`src/rtl/countdown_sequencer_if.sv`:
```
// Race-start controller signal bundle: start/abort controls, countdown counter link, display.
// Latency: none, wiring only.
// Backpressure: none; all signals are levels or single-cycle pulses.
interface countdown_sequencer_if;
    logic       start;
    logic       abort;
    logic       countFinish;
    logic [1:0] countDetail;
    logic       countEnable;
    logic       go_pulse;
    logic       race_go;
    logic       busy;
    logic [3:0] an;
    logic [6:0] seg;

    // Sequencer side
    modport master (
        input  start, abort, countFinish, countDetail,
        output countEnable, go_pulse, race_go, busy, an, seg
    );

    // Buttons, countdown counter and display side
    modport slave (
        output start, abort, countFinish, countDetail,
        input  countEnable, go_pulse, race_go, busy, an, seg
    );
endinterface

```
`src/rtl/countdown_sequencer.sv`:
```
// Race-start sequencer: IDLE -> 3/2/1/GO countdown -> RUN, plus 4-digit 7-segment scan.
// Latency: every output is registered; a decision at an edge is visible right after that edge.
// Backpressure: none; abort overrides everything and returns to IDLE on the next edge.
module countdown_sequencer #(
    parameter int SCAN_BITS      = 18,
    parameter int GO_HOLD_CYCLES = 100_000_000
) (
    input  logic                  clk,
    input  logic                  rst,
    countdown_sequencer_if.master bus
);
    localparam int HOLD_W = (GO_HOLD_CYCLES > 1) ? $clog2(GO_HOLD_CYCLES) : 1;
    localparam logic [HOLD_W-1:0] HOLD_LAST = HOLD_W'(GO_HOLD_CYCLES - 1);

    localparam logic [6:0] SEG_BLANK = 7'b1111111;
    localparam logic [6:0] SEG_DASH  = 7'b0111111;
    localparam logic [6:0] SEG_3     = 7'b0110000;
    localparam logic [6:0] SEG_2     = 7'b0100100;
    localparam logic [6:0] SEG_1     = 7'b1111001;
    localparam logic [6:0] SEG_G     = 7'b1000010;
    localparam logic [6:0] SEG_O     = 7'b1000000;

    typedef enum logic [1:0] {
        S_IDLE  = 2'd0,
        S_COUNT = 2'd1,
        S_GO    = 2'd2,
        S_RUN   = 2'd3
    } state_t;

    state_t              state;
    state_t              state_nxt;
    logic                start_q;
    logic                fin_q;
    logic                start_rise;
    logic                fin_rise;
    logic [HOLD_W-1:0]   hold;
    logic [HOLD_W-1:0]   hold_nxt;
    logic [SCAN_BITS-1:0] scan;
    logic [SCAN_BITS-1:0] scan_nxt;
    logic [1:0]          sel;
    logic [3:0]          an_nxt;
    logic [6:0]          seg_nxt;
    logic [6:0]          seg_go;

    assign start_rise = bus.start & ~start_q;
    assign fin_rise   = bus.countFinish & ~fin_q;

    // Next state and GO hold counter; abort has priority over every transition.
    always_comb begin
        state_nxt = state;
        hold_nxt  = '0;
        if (bus.abort) begin
            state_nxt = S_IDLE;
        end else begin
            case (state)
                S_IDLE:  if (start_rise) state_nxt = S_COUNT;
                S_COUNT: if (fin_rise) state_nxt = S_GO;
                S_GO: begin
                    if (hold == HOLD_LAST) state_nxt = S_RUN;
                    else                   hold_nxt  = hold + HOLD_W'(1);
                end
                S_RUN:   state_nxt = S_RUN;
                default: state_nxt = S_IDLE;
            endcase
        end
    end

    // Display pattern for the digit selected by the upcoming scan value, so an and seg
    // always change together.
    always_comb begin
        scan_nxt = scan + SCAN_BITS'(1);
        sel      = scan_nxt[SCAN_BITS-1 -: 2];
        an_nxt   = ~(4'b0001 << sel);
        seg_go   = (sel == 2'd1) ? SEG_G : ((sel == 2'd0) ? SEG_O : SEG_BLANK);
        seg_nxt  = SEG_BLANK;
        case (state_nxt)
            S_IDLE: seg_nxt = SEG_DASH;
            S_COUNT: begin
                case (bus.countDetail)
                    2'd0:    seg_nxt = (sel == 2'd0) ? SEG_3 : SEG_BLANK;
                    2'd1:    seg_nxt = (sel == 2'd0) ? SEG_2 : SEG_BLANK;
                    2'd2:    seg_nxt = (sel == 2'd0) ? SEG_1 : SEG_BLANK;
                    default: seg_nxt = seg_go;
                endcase
            end
            S_GO:    seg_nxt = seg_go;
            default: seg_nxt = SEG_BLANK;
        endcase
    end

    // State, edge detectors, hold and scan counters.
    always_ff @(posedge clk or posedge rst) begin
        if (rst) begin
            state   <= S_IDLE;
            start_q <= 1'b0;
            fin_q   <= 1'b0;
            hold    <= '0;
            scan    <= '0;
        end else begin
            state   <= state_nxt;
            start_q <= bus.start;
            fin_q   <= bus.countFinish;
            hold    <= hold_nxt;
            scan    <= scan_nxt;
        end
    end

    // Registered outputs derived from the state being entered.
    always_ff @(posedge clk or posedge rst) begin
        if (rst) begin
            bus.countEnable <= 1'b0;
            bus.go_pulse    <= 1'b0;
            bus.race_go     <= 1'b0;
            bus.busy        <= 1'b0;
            bus.an          <= 4'b1111;
            bus.seg         <= SEG_BLANK;
        end else begin
            bus.countEnable <= (state_nxt == S_COUNT);
            bus.go_pulse    <= (state == S_COUNT) && (state_nxt == S_GO);
            bus.race_go     <= (state_nxt == S_RUN);
            bus.busy        <= (state_nxt != S_IDLE);
            bus.an          <= an_nxt;
            bus.seg         <= seg_nxt;
        end
    end
endmodule

```
`src/flat_wrapper.sv`:
```
// flat-port wrapper written by rule: the top's interface ports become plain ports
module countdown_sequencer_flat 
#(
    parameter int SCAN_BITS      = 18,
    parameter int GO_HOLD_CYCLES = 100_000_000
)
  (clk, rst, bus_start, bus_abort, bus_countFinish, bus_countDetail, bus_countEnable, bus_go_pulse, bus_race_go, bus_busy, bus_an, bus_seg);
  countdown_sequencer_if bus_i ();
  input  logic clk;
  input  logic rst;
  input wire logic [$bits(bus_i.start)-1:0] bus_start;
  input wire logic [$bits(bus_i.abort)-1:0] bus_abort;
  input wire logic [$bits(bus_i.countFinish)-1:0] bus_countFinish;
  input wire logic [$bits(bus_i.countDetail)-1:0] bus_countDetail;
  output wire logic [$bits(bus_i.countEnable)-1:0] bus_countEnable;
  output wire logic [$bits(bus_i.go_pulse)-1:0] bus_go_pulse;
  output wire logic [$bits(bus_i.race_go)-1:0] bus_race_go;
  output wire logic [$bits(bus_i.busy)-1:0] bus_busy;
  output wire logic [$bits(bus_i.an)-1:0] bus_an;
  output wire logic [$bits(bus_i.seg)-1:0] bus_seg;
  assign bus_i.start = bus_start;
  assign bus_i.abort = bus_abort;
  assign bus_i.countFinish = bus_countFinish;
  assign bus_i.countDetail = bus_countDetail;
  assign bus_countEnable = bus_i.countEnable;
  assign bus_go_pulse = bus_i.go_pulse;
  assign bus_race_go = bus_i.race_go;
  assign bus_busy = bus_i.busy;
  assign bus_an = bus_i.an;
  assign bus_seg = bus_i.seg;
  countdown_sequencer #(.SCAN_BITS(SCAN_BITS), .GO_HOLD_CYCLES(GO_HOLD_CYCLES)) u_core (.clk(clk), .rst(rst), .bus(bus_i));
endmodule
```
`config.mk`:
```
export PLATFORM = sky130hd
export DESIGN_NAME = countdown_sequencer_flat
export DESIGN_NICKNAME = d
export VERILOG_FILES = /design/src/rtl/countdown_sequencer_if.sv /design/src/rtl/countdown_sequencer.sv /design/src/flat_wrapper.sv
export SDC_FILE = /design/constraint.sdc
export NUM_CORES = 1
export LEC_CHECK = 0
export ABC_AREA = 1
export BUFFER_PORTS_ARGS = -buffer_cell sky130_fd_sc_hd__buf_2
export CAP_MARGIN = 30
export CORE_ASPECT_RATIO = 1.2
export CORE_MARGIN = 5
export CORE_UTILIZATION = 60
export DETAILED_ROUTE_END_ITERATION = 7
export PLACE_DENSITY = 0.79
export SETUP_SLACK_MARGIN = 0.1
export SYNTH_ARGS = -nofsm -noshare
export SYNTH_HDL_FRONTEND = slang
export SYNTH_SLANG_ARGS = --single-unit
```
`constraint.sdc`:
```
create_clock -name clk -period 2 [get_ports clk]
set_input_delay 0.2 -clock clk [delete_from_list [all_inputs] [get_ports clk]]
set_output_delay 0.2 -clock clk [all_outputs]
set_load 0.02 [all_outputs]
```
==> flow_summary.rst <==
.. list-table::
   :header-rows: 1

   * - Metric
     - Value
   * - Status
     - finished clean
   * - Sink Count
     - 63
   * - Sum of negative setup slack
     - 0 ps
   * - Average instance area after synthesis
     - around 9 sq um
   * - Starting utilization of the core area
     - between 60% and 70%
   * - Proportion of power drawn by combinational gates
     - under 10%
   * - Most instantiated flip-flop cell in the synthesis netlist
     - sky130_fd_sc_hd__dfrtp_1
   * - Slew headroom
     - 65.1%
   * - Total power density per cell area
     - 699 nW/um^2
   * - Kind of end point of the critical path
     - flip-flop
   * - Via-to-Cell Ratio
     - 5.17
   * - Final Skew
     - 8.33 ps
   * - GRT Total Usage
     - roughly a fifth
   * - CTS max path bufs
     - 2
   * - Wire per inst
     - around 13 microns
   * - Power share of the sequential group
     - a little over half
   * - Router iterations before antenna repair
     - 5
   * - Clock latency at the later pin of the worst-skew pair
     - ~340 ps
   * - Setup Slack @ Placement
     - 155 ps
   * - Final net count
     - about 380
   * - Clock Pin Slew Worst Setup and Hold Paths
     - 70 ps
   * - Adder and majority gate portion of the synthesized area
     - less than 1%
   * - Standby leakage power
     - 1.59 nW
   * - Kind of launch point of the worst setup path
     - flip-flop
   * - CTS H-tree depth
     - 3
   * - Portion of total power attributed to the clock network
     - between 40% and 50%
   * - Cell Area, Synth
     - ~3100 sq um
   * - TritonCTS clock tree
     - yes
   * - Number of warnings reported in the yosys synthesis log
     - 0
   * - Die width
     - roughly 76 microns
   * - Post-route clock period utilization
     - about 85%
   * - Worst min-delay path category
     - input pin to flip-flop
   * - Count of buffers from port buffering
     - 21
   * - Arrival @ worst endpoint
     - approximately 1900 ps
   * - Wire length of the first global-routing pass
     - roughly 10000 microns
   * - Total via count in the routed design
     - roughly 2300
   * - Most common library cell in the layout ignoring fill and taps
     - sky130_fd_sc_hd__nand2_1
   * - Largest family of logic cells by synthesized area
     - simple AND/OR/NAND/NOR gates
   * - Final Instance Area
     - around 3500 sq um
   * - Clock root buffer
     - sky130_fd_sc_hd__clkbuf_8
   * - Placed cell count
     - 420
   * - Setup repair after global routing missed its margin
     - no
   * - Number of distinct library cells after synthesis
     - 31
   * - Post-placement cell area
     - approximately 3300 sq um
   * - Filler Cell Count
     - approximately 400
   * - Internal power of the cells
     - 1.86 mW
   * - GRT Residual Overflow
     - 0
   * - Switch Pwr
     - 579 uW
   * - Net Count, Synth
     - between 300 and 400
   * - Multiplexer fraction of the synthesized cell area
     - 0%
   * - Max Freq
     - 592 MHz
   * - Final-report setup violation count
     - 0
   * - Worst setup path class
     - flip-flop to flip-flop
   * - Number of rows created at floorplan
     - 28
   * - Worst voltage drop across the vdd grid
     - approximately 0.52 mV
   * - Chip height
     - a little under 90 microns
   * - Final Instance Count excl. Fillers
     - about 440
   * - Actual slew at the worst max-slew pin
     - about 520 ps
   * - Number of pins with negative max-slew slack in the final report
     - 0
   * - Syn-to-layout area delta
     - 12.1%
   * - Number of ports placed on the die boundary
     - 22
   * - Fraction of registers with async set or reset after synthesis
     - between 90% and 100%
   * - Initial antenna violation count
     - 0
   * - Shortest period the worst path allows
     - around 1700 ps
   * - Number of enable-type register cells in the synthesized netlist
     - 0
   * - Count of nets left with antenna violations after detail routing
     - 0
   * - Diodes inserted
     - 0
   * - Switching part of the total power
     - a little under a quarter
   * - Residual DRC
     - 0
   * - Maximum net fanout on the critical path
     - 22
   * - Final Wtd Congestion
     - 0.869
   * - Via count of the first global-routing pass
     - 2366
   * - Fraction of final layout cells sized beyond drive strength 1
     - 24.5%
   * - Yosys reg bits
     - 63
   * - DPL Wire Length
     - about 4000 microns
   * - Iter 0 DRT Violations
     - 102
   * - Share of synthesized cell area in and, or, nand and nor gates
     - roughly 31%
   * - Maximum number of pins on one net before global-route repair
     - 41
   * - Number of buffers inserted during clock tree synthesis
     - 9
   * - Post-Syn Instances
     - ~340
   * - Worst setup slack after layout
     - around 310 ps
   * - Sequential fraction of the synthesis area
     - 51.0%
   * - Data required time of the critical path
     - around 2200 ps
   * - Post-Route WL
     - slightly below 6000 microns
   * - Power after layout
     - between 2 and 2.5 mW
   * - Xor-xnor portion of the synthesized cell area
     - 7.59%
   * - Die Area
     - just under 7000 sq um
   * - Placeable Area
     - between 4000 and 5000 sq um
   * - Commonest cells after routing, fill and taps aside
     - 67 x sky130_fd_sc_hd__nand2_1, 53 x sky130_fd_sc_hd__dfrtp_1, 43 x sky130_fd_sc_hd__nor2_1
   * - # Max-Cap Violations
     - 0
   * - Final Hold Vio Count
     - 0
   * - Synth Area in Compound Gates
     - under 10%
[metrics by stage]
stage	utilization, %	hold slack, ps
final	70.2	89.3
after global routing	70.2	86.8
after CTS	70.2	75.8
after detailed placement	66.0	268
after global placement	66.0	260
after floorplan	-	231
[final cells by class]
| class | count | area (sq um) | share of cell area (%) |
|---|---|---|---|
| multi-input combinational | 229 | 1320 | 37.9 |
| sequential | 63 | 1590 | 45.5 |
| inverter | 46 | 175 | 5.01 |
| timing repair buffer | 25 | 155 | 4.44 |
| clock buffer | 12 | 155 | 4.44 |
| clock inverter | 4 | 20.0 | 0.573 |
| tap | 60 | 75.1 | 2.15 |
[path summary, 6_finish.rpt]
check,startpoint,end,slack [ps],depth (start not counted)
worst max-delay path,u_core.hold[0],u_core.hold[24],310,8
worst min-delay path,bus_abort,u_core.hold[25],90,2
worst max register to register,u_core.hold[0],u_core.hold[24],310,8
worst min register to register,u_core.scan[10],u_core.scan[10],470,1
max in group asynchronous,rst,u_core.bus.seg[1],900,4
min in group asynchronous,rst,u_core.scan[12],460,3
[worst max-delay path, cell delays in order, from the launching register on]
cell,delay [ps]
sky130_fd_sc_hd__dfrtp_1,380
sky130_fd_sc_hd__ha_1,210
sky130_fd_sc_hd__nand3_2,160
sky130_fd_sc_hd__nor3_4,210
sky130_fd_sc_hd__nand3_2,110
sky130_fd_sc_hd__nand2_2,140
sky130_fd_sc_hd__nor2_4,70
sky130_fd_sc_hd__inv_4,200
sky130_fd_sc_hd__nor3_2,80
[routing by layer]
| layer | wire length, microns | global-route usage [%] |
|---|---|---|
| met1 | 2400 | 23.8 |
| met2 | 3010 | 32.8 |
| met3 | 256 | 5.62 |
| met4 | 133 | 10.3 |
| met5 | 0 | 0 |
[sequential cells by signal, indices dropped and copies added (netlist names)]
| name | flops |
|---|---|
| u_core.bus.busy | 1 |
| u_core.bus.go_pulse | 1 |
| u_core.hold | 27 |
| u_core.scan | 18 |
| u_core.bus.countEnable | 1 |
| u_core.bus.an | 4 |
| u_core.bus.race_go | 1 |
| u_core.start_q | 1 |
| u_core.state | 2 |
| u_core.bus.seg | 6 |
| u_core.fin_q | 1 |
[cell usage after synthesis, drive strengths merged, types with 2 or more instances]
library cell  instances  share of area, %
a21oi                 9               1.4
nand3                18               4.2
nor3b                 2              0.80
o21ai                 6               1.1
dfstp                10               8.4
dfrtp                53                43
ha                    2              0.80
nor2                 58               9.6
nand2                81                11
xnor2                11               3.1
buf                   3              0.96
inv                  46               5.5
nand4                 6               1.2
xor2                 16               4.5
nor3                 16               3.6
[repair_timing]
item | CTS | global route
resized for setup | 0 | 2
endpoints found under the hold margin | 24 | 0
hold buffers | 3 | 0
setup buffers | 0 | 0
endpoints found under the setup margin | 0 | 22
[cell families after synthesis]
family / count (synthesis)
buffers and inverters: 49
adder cells (fa/ha/maj): 2
flip-flops: 63
AO/OA/AOI/OAI: 17
AND/OR/NAND/NOR: 183
XOR/XNOR: 27
[power groups by stage]
| stage | clock network, mW | logic [mW] | registers, mW |
|---|---|---|---|
| 4_1_cts | 0.998 | 0.148 | 1.32 |
| 3_5_place_dp | 0 | 0.143 | 1.34 |
| 2_1_floorplan | 0 | 0.0714 | 1.37 |
| 6_report | 0.978 | 0.146 | 1.32 |
| 5_1_grt | 1.06 | 0.163 | 1.32 |
| 3_3_place_gp | 0 | 0.141 | 1.34 |
(Power assumes the default switching activity.)
